`config.mk`:
```
export PLATFORM = sky130hd
export DESIGN_NAME = mc_chan_sequencer
export DESIGN_NICKNAME = d
export VERILOG_FILES = /design/src/rtl/mc_seq_pkg.sv /design/src/rtl/mc_cmd_fifo.sv /design/src/rtl/mc_chan_sequencer.sv
export SDC_FILE = /design/constraint.sdc
export NUM_CORES = 1
export LEC_CHECK = 0
export CORE_MARGIN = 8
export CORE_UTILIZATION = 64
export DETAILED_ROUTE_END_ITERATION = 10
export GPL_ROUTABILITY_DRIVEN = 0
export MAX_ROUTING_LAYER = met4
export PLACE_DENSITY_LB_ADDON = 0.05
export SKIP_LAST_GASP = 1
export SLEW_MARGIN = 20
export SYNTH_ARGS = -nofsm -noshare
export SYNTH_HDL_FRONTEND = slang
export SYNTH_SLANG_ARGS = --single-unit
```
`constraint.sdc`:
```
create_clock -name io_clk -period 6.3 [get_ports io_clk]
set_input_delay 1.26 -clock io_clk [delete_from_list [all_inputs] [get_ports io_clk]]
set_output_delay 1.26 -clock io_clk [all_outputs]
set_load 0.05 [all_outputs]
```
`src/rtl/mc_seq_pkg.sv`:
```
// Shared definitions for the MC_outCtrl command sequencer.
//  - FSM state encoding
//  - channel width / legal channel range
//  - command record layout in the queue: {ch[MC_CH_W-1:0], hold[HOLD_W-1:0]}
package mc_seq_pkg;

  localparam int unsigned MC_CH_W   = 6;
  localparam int unsigned MC_CH_MAX = 32;

  typedef enum logic [2:0] {
    ST_IDLE  = 3'd0,
    ST_SETUP = 3'd1,
    ST_CATCH = 3'd2,
    ST_POST  = 3'd3,
    ST_HOLD  = 3'd4,
    ST_LATCH = 3'd5,
    ST_FIN   = 3'd6
  } seq_state_e;

  // Channels are numbered 1..MC_CH_MAX; 0 and anything above are dropped.
  function automatic logic ch_legal(input logic [MC_CH_W-1:0] ch);
    return (ch != '0) && (ch <= MC_CH_W'(MC_CH_MAX));
  endfunction

endpackage

```
`src/rtl/mc_cmd_fifo.sv`:
```
// Synchronous command FIFO with first-word-fall-through read data.
// Ports:
//  clk, rst_n   clock, async active-low reset
//  flush        empties the queue; has priority over push/pop
//  push, wdata  write when push & ~full
//  pop          advance read pointer when pop & ~empty
//  rdata        head entry (valid while ~empty)
//  full, empty  occupancy flags derived from registered pointers
module mc_cmd_fifo #(
  parameter int unsigned WIDTH = 30,
  parameter int unsigned DEPTH = 4
) (
  input  logic             clk,
  input  logic             rst_n,
  input  logic             flush,
  input  logic             push,
  input  logic [WIDTH-1:0] wdata,
  input  logic             pop,
  output logic [WIDTH-1:0] rdata,
  output logic             full,
  output logic             empty
);

  localparam int unsigned AW = $clog2(DEPTH);

  logic [WIDTH-1:0] mem [DEPTH];
  logic [AW:0]      wr_ptr;
  logic [AW:0]      rd_ptr;
  logic             do_push;
  logic             do_pop;

  assign do_push = push & ~full & ~flush;
  assign do_pop  = pop & ~empty & ~flush;

  // Extra pointer MSB distinguishes full from empty when indices match.
  assign empty = (wr_ptr == rd_ptr);
  assign full  = (wr_ptr[AW] != rd_ptr[AW]) && (wr_ptr[AW-1:0] == rd_ptr[AW-1:0]);
  assign rdata = mem[rd_ptr[AW-1:0]];

  // Pointer update
  always_ff @(posedge clk or negedge rst_n) begin
    if (!rst_n) begin
      wr_ptr <= '0;
      rd_ptr <= '0;
    end else if (flush) begin
      wr_ptr <= '0;
      rd_ptr <= '0;
    end else begin
      if (do_push) wr_ptr <= wr_ptr + (AW+1)'(1);
      if (do_pop)  rd_ptr <= rd_ptr + (AW+1)'(1);
    end
  end

  // Storage, no reset needed: entries are only read when written.
  always_ff @(posedge clk) begin
    if (do_push) mem[wr_ptr[AW-1:0]] <= wdata;
  end

endmodule

```
`src/rtl/mc_chan_sequencer.sv`:
```
// Upstream command stage for MC_outCtrl: queues channel-select commands and
// drives io_catch / ctrl / finish so ctrl is stable one cycle around the catch
// window and finish clears the level output after the programmed hold.
// Ports:
//  io_clk, io_rst            clock, async active-low reset
//  io_cmdValid/io_cmdReady   command handshake (ch 1..32, hold cycles)
//  io_cmdCh, io_cmdHold      command payload; hold 0 = keep level until next cmd/abort
//  io_abort                  flush queue, terminate current command
//  io_catch, ctrl, finish    to MC_outCtrl
//  io_busy                   sequencer not idle
//  io_err                    one-cycle pulse when an illegal channel is dropped
module mc_chan_sequencer
  import mc_seq_pkg::*;
#(
  parameter int unsigned CATCH_LEN  = 4,
  parameter int unsigned HOLD_W     = 24,
  parameter int unsigned FIFO_DEPTH = 4
) (
  input  logic               io_clk,
  input  logic               io_rst,
  input  logic               io_cmdValid,
  output logic               io_cmdReady,
  input  logic [MC_CH_W-1:0] io_cmdCh,
  input  logic [HOLD_W-1:0]  io_cmdHold,
  input  logic               io_abort,
  output logic               io_catch,
  output logic [MC_CH_W-1:0] ctrl,
  output logic               finish,
  output logic               io_busy,
  output logic               io_err
);

  localparam int unsigned CMD_W   = MC_CH_W + HOLD_W;
  localparam int unsigned CATCH_W = $clog2(CATCH_LEN + 1);

  seq_state_e          state_q, state_d;
  logic [MC_CH_W-1:0]  ch_q, ch_d;
  logic [HOLD_W-1:0]   hold_cnt_q, hold_cnt_d;
  logic [CATCH_W-1:0]  catch_cnt_q, catch_cnt_d;
  logic                abort_pend_q, abort_pend_d;
  logic                rst_done_q;

  logic                fifo_full;
  logic                fifo_empty;
  logic                fifo_pop;
  logic                fifo_push;
  logic [CMD_W-1:0]    fifo_rdata;
  logic [MC_CH_W-1:0]  head_ch;
  logic [HOLD_W-1:0]   head_hold;
  logic                cmd_fire;
  logic                cmd_legal;

  // Abort gates ready directly so a push in the abort cycle is refused.
  assign io_cmdReady = rst_done_q & ~fifo_full & ~io_abort;
  assign cmd_fire    = io_cmdValid & io_cmdReady;
  assign cmd_legal   = ch_legal(io_cmdCh);
  assign fifo_push   = cmd_fire & cmd_legal;
  assign head_ch     = fifo_rdata[CMD_W-1 -: MC_CH_W];
  assign head_hold   = fifo_rdata[HOLD_W-1:0];

  mc_cmd_fifo #(
    .WIDTH (CMD_W),
    .DEPTH (FIFO_DEPTH)
  ) u_fifo (
    .clk   (io_clk),
    .rst_n (io_rst),
    .flush (io_abort),
    .push  (fifo_push),
    .wdata ({io_cmdCh, io_cmdHold}),
    .pop   (fifo_pop),
    .rdata (fifo_rdata),
    .full  (fifo_full),
    .empty (fifo_empty)
  );

  // Next-state / counter logic
  always_comb begin
    state_d      = state_q;
    ch_d         = ch_q;
    hold_cnt_d   = hold_cnt_q;
    catch_cnt_d  = catch_cnt_q;
    abort_pend_d = abort_pend_q;
    fifo_pop     = 1'b0;

    unique case (state_q)
      ST_IDLE: begin
        if (!fifo_empty && !io_abort) begin
          fifo_pop   = 1'b1;
          ch_d       = head_ch;
          hold_cnt_d = head_hold;
          state_d    = ST_SETUP;
        end
      end
      ST_SETUP: begin
        catch_cnt_d = CATCH_W'(CATCH_LEN);
        state_d     = ST_CATCH;
        if (io_abort) abort_pend_d = 1'b1;
      end
      ST_CATCH: begin
        if (io_abort) abort_pend_d = 1'b1;
        if (catch_cnt_q == CATCH_W'(1)) state_d = ST_POST;
        else catch_cnt_d = catch_cnt_q - CATCH_W'(1);
      end
      ST_POST: begin
        // The catch window is complete; an abort seen during it ends here.
        if (abort_pend_q || io_abort) state_d = ST_FIN;
        else if (hold_cnt_q == '0)    state_d = ST_LATCH;
        else                          state_d = ST_HOLD;
      end
      ST_HOLD: begin
        if (io_abort || hold_cnt_q == HOLD_W'(1)) state_d = ST_FIN;
        else hold_cnt_d = hold_cnt_q - HOLD_W'(1);
      end
      ST_LATCH: begin
        if (io_abort) begin
          state_d = ST_FIN;
        end else if (!fifo_empty) begin
          fifo_pop   = 1'b1;
          ch_d       = head_ch;
          hold_cnt_d = head_hold;
          state_d    = ST_SETUP;
        end
      end
      ST_FIN: begin
        abort_pend_d = 1'b0;
        if (!fifo_empty && !io_abort) begin
          fifo_pop   = 1'b1;
          ch_d       = head_ch;
          hold_cnt_d = head_hold;
          state_d    = ST_SETUP;
        end else begin
          state_d = ST_IDLE;
        end
      end
      default: state_d = ST_IDLE;
    endcase
  end

  // State and output registers; outputs decode the next state so they line up with it.
  always_ff @(posedge io_clk or negedge io_rst) begin
    if (!io_rst) begin
      state_q      <= ST_IDLE;
      ch_q         <= '0;
      hold_cnt_q   <= '0;
      catch_cnt_q  <= '0;
      abort_pend_q <= 1'b0;
      rst_done_q   <= 1'b0;
      io_catch     <= 1'b0;
      ctrl         <= '0;
      finish       <= 1'b0;
      io_busy      <= 1'b0;
      io_err       <= 1'b0;
    end else begin
      state_q      <= state_d;
      ch_q         <= ch_d;
      hold_cnt_q   <= hold_cnt_d;
      catch_cnt_q  <= catch_cnt_d;
      abort_pend_q <= abort_pend_d;
      rst_done_q   <= 1'b1;
      io_catch     <= (state_d == ST_CATCH);
      ctrl         <= (state_d == ST_IDLE) ? '0 : ch_d;
      finish       <= (state_d == ST_FIN);
      io_busy      <= (state_d != ST_IDLE);
      io_err       <= cmd_fire & ~cmd_legal;
    end
  end

endmodule

```
==> impl_metrics.tcl <==
set metrics [dict create \
    gr-total-overflow 0 \
    die_w_um 124.3 \
    wire_per_inst_um 21.79 \
    min_path_type "reg2reg" \
    synth_area_leaders "edfxtp_1 48%, dfrtp_1 18%, mux4_2 9.0%" \
    synth-simple-area-share 0.08082 \
    final_common_cell "edfxtp_1" \
    yosys-mux-area-fraction 0.1095 \
    synth.cell_area_um2 7508 \
    final_nets 596 \
    num_rows 39 \
    pin_count 45 \
    drt-initial-drc-count 488 \
    cts_max_level 4 \
    grt_use_met2 0.3309 \
    clock.fmax_mhz 226.0 \
    relSlewSlack 0.3577 \
    dr.pass1.iters 6 \
    insertion_delay_ps 430 \
    crit_path_start_kind "input port" \
    total_power_mw 3.445 \
    synth_compound_area_frac 0.09765 \
    synth_nets 552 \
    avgSynthCellArea_um2 14.78 \
    final_max_slew_viol_count 0 \
    hpwl_um 9891 \
    cts_resized 0 \
    synth_edf_count 120 \
    area_delta_synth_final_pct 15.05 \
    remaining_drc_errors 0 \
    yosysWarnings 0 \
    yosysSeqAreaShare 0.6599 \
    cp_common_cell "clkdlybuf4s50_1" \
    synth_cell_type_count 53 \
    dpl-instance-area_um2 8100 \
    use_met1 0.2733 \
    cts_tree "done" \
    outcome "complete, no violations" \
    finalClockSkew_ps 5.910 \
    postSynthCellCount 508 \
    rsz0062_at_grt "no" \
    yosys.area.top_type_share 0.4799 \
    required_ps 5040 \
    dieArea_um2 15450 \
    worstSetupPathType "in2out" \
    die_h_um 124.3 \
    crit_buf_inv 3 \
    vias_per_cell 6.517 \
    hold_buffers 0 \
    synth_top_family_by_area "multiplexers" \
    met3_usage 0.05149 \
    fillers 718 \
    ys_seq_elements 174 \
    cap_violations 0 \
    power.leakage_nw 2.976 \
    drive_gt1_frac 0.1575 \
    core_um2 11420 \
    period_share 0.7023 \
    cts_setup_buffers 0 \
    ff_latch_area_um2 4956 \
    tightestPinTransition_ps 954.6 \
    reg2reg_slack_ps 3030 \
    critical_path.endpoint_type "output port" \
    initial_core_util 0.6576 \
    async_flop_share 0.3103 \
    clockBufferDepth 2 \
    final_cell_mix "120 x edfxtp_1, 53 x dfrtp_1, 43 x clkdlybuf4s50_1" \
    hold_slack_ps 492.6 \
    yosysTopAreaCell "edfxtp_1" \
    power_density_nw_per_um2 398.8 \
    grt_pass1_vias 4704 \
    grt_pass1_wl_um 25360 \
    worstPathCellList "clkdlybuf4s50_1 > buf_4 > a311oi_1 > clkdlybuf4s50_1" \
    port_buffers 44 \
    crit_family "buffers and inverters" \
    grt_max_degree 55 \
    crit_fanout 26 \
    cts_made_buffers 17 \
    antenna_left 0 \
    ir_drop_v 0.0003585 \
    setup_viol 0 \
    synthXorXnorAreaFrac 0.008165 \
    multi_input_area_um2 2365 \
    finalHoldViolCount 0 \
    fin_util 0.7565 \
    gr-max-usage-layer "met2" \
    clock-sinks 174 \
    fin_tns_setup_ps 0 \
    max_stage_delay_ps 890 \
    period_minus_slack_ps 4424 \
    antenna_cells 0 \
    grt_util_all_layers 0.2159 \
    grt_antenna_before_repair 0 \
    cts_root_buf "clkbuf_16" \
    yosys_most_used_dff "edfxtp_1" \
    clk_pin_slew_ps 70 \
    synth-adder-area-share 0.01666 \
    crit_slowest_cell "clkdlybuf4s50_1" \
    final_area_um2 8638 \
    crit_arrival_ps 3160 \
    wirelength_um 15420 \
    vias 4614 \
]
-- final timing paths --
kind | from | end | cells after the start
worst max-delay path | io_abort | io_cmdReady | 4
worst max register to register | u_fifo.rd_ptr[0]$_DFFE_PN0P_ | u_fifo.mem[1][29]$_DFFE_PP_ | 6
min in group asynchronous | io_rst | io_catch$_DFF_PN0_ | 2
worst min-delay path | ch_q[1]$_DFF_PN0_ | ch_q[1]$_DFF_PN0_ | 1
worst min register to register | ch_q[1]$_DFF_PN0_ | ch_q[1]$_DFF_PN0_ | 1
max in group asynchronous | io_rst | u_fifo.rd_ptr[0]$_DFFE_PN0P_ | 2
-- cell usage after synthesis (2+ instances only) --
cell type,number
a211oi_1,2
a21boi_0,2
a21oi_1,19
a221oi_1,8
a22oi_1,6
a2bb2oi_1,2
a311oi_1,2
a31o_2,2
a31oi_1,6
and2_1,13
and3_1,3
and4_1,2
buf_2,5
clkbuf_1,25
dfrtp_1,54
edfxtp_1,120
ha_1,10
inv_1,22
mux2_2,9
mux2i_1,3
mux4_2,30
nand2_1,27
nand2b_1,2
nand3_1,6
nand4_1,4
nor2_1,16
nor2b_1,4
nor3_1,11
nor3b_1,2
nor4_1,12
o211ai_1,4
o21a_1,3
o21ai_0,20
o21ai_1,2
o221ai_1,8
o22ai_1,7
o2bb2ai_1,6
or3_1,4
or4_1,6
xnor2_1,4
xor2_1,3
-- final cells by class --
type / count / area share
Clock buffer: 18 / 0.04968
Clock inverter: 14 / 0.01260
Inverter: 22 / 0.009560
Multi-Input combinational cell: 282 / 0.2738
Sequential cell: 174 / 0.5737
Tap cell: 143 / 0.02071
Timing Repair Buffer: 55 / 0.05997
-- state kept, by name (all words and copies together), names as in the netlist --
register	flops
hold_cnt_q	24
state_q	3
ch_q	6
catch_cnt_q	3
abort_pend_q	1
u_fifo.wr_ptr	3
u_fifo.rd_ptr	3
u_fifo.mem	120
finish	1
io_catch	1
io_err	1
rst_done_q	1
ctrl	6
io_busy	1
-- worst reg2reg max path: stages, from the launching register on --
cell and delay, ps:
dfrtp_2 340, buf_4 500, xnor2_1 240, a311oi_1 410
and4_1 420, and2_1 610, buf_4 410
-- per-stage QoR --
stage / setup WS [ps] / std cells
6_report: 1876 / 708
5_1_grt: 1766 / 708
4_1_cts: 1873 / 708
3_5_place_dp: 1887 / 676
3_3_place_gp: 1866 / 676
2_1_floorplan: 1792 / 508
-- layer usage --
metal,part of all wire,up-vias
met1,0.42,2310
met3,0.065,30
met2,0.50,189
met4,0.019,0
met5,0,-
li1,-,2085
-- power breakdown --
| group | switching [mW] | internal [mW] | leakage, nW |
|---|---|---|---|
| combinational | 0.589 | 0.416 | 1.00 |
| clock | 0.438 | 0.509 | 0.251 |
| sequential | 0.131 | 1.36 | 1.73 |
| total | 1.16 | 2.29 | 2.98 |
-- cells by family after synthesis --
group | count (synthesis)
mux | 43
fa+ha+maj | 10
compound gates | 107
buf+inv | 52
xor+xnor | 7
flops | 174
other cells | 1
simple gates | 114
Power figures use the tool's default switching activity.
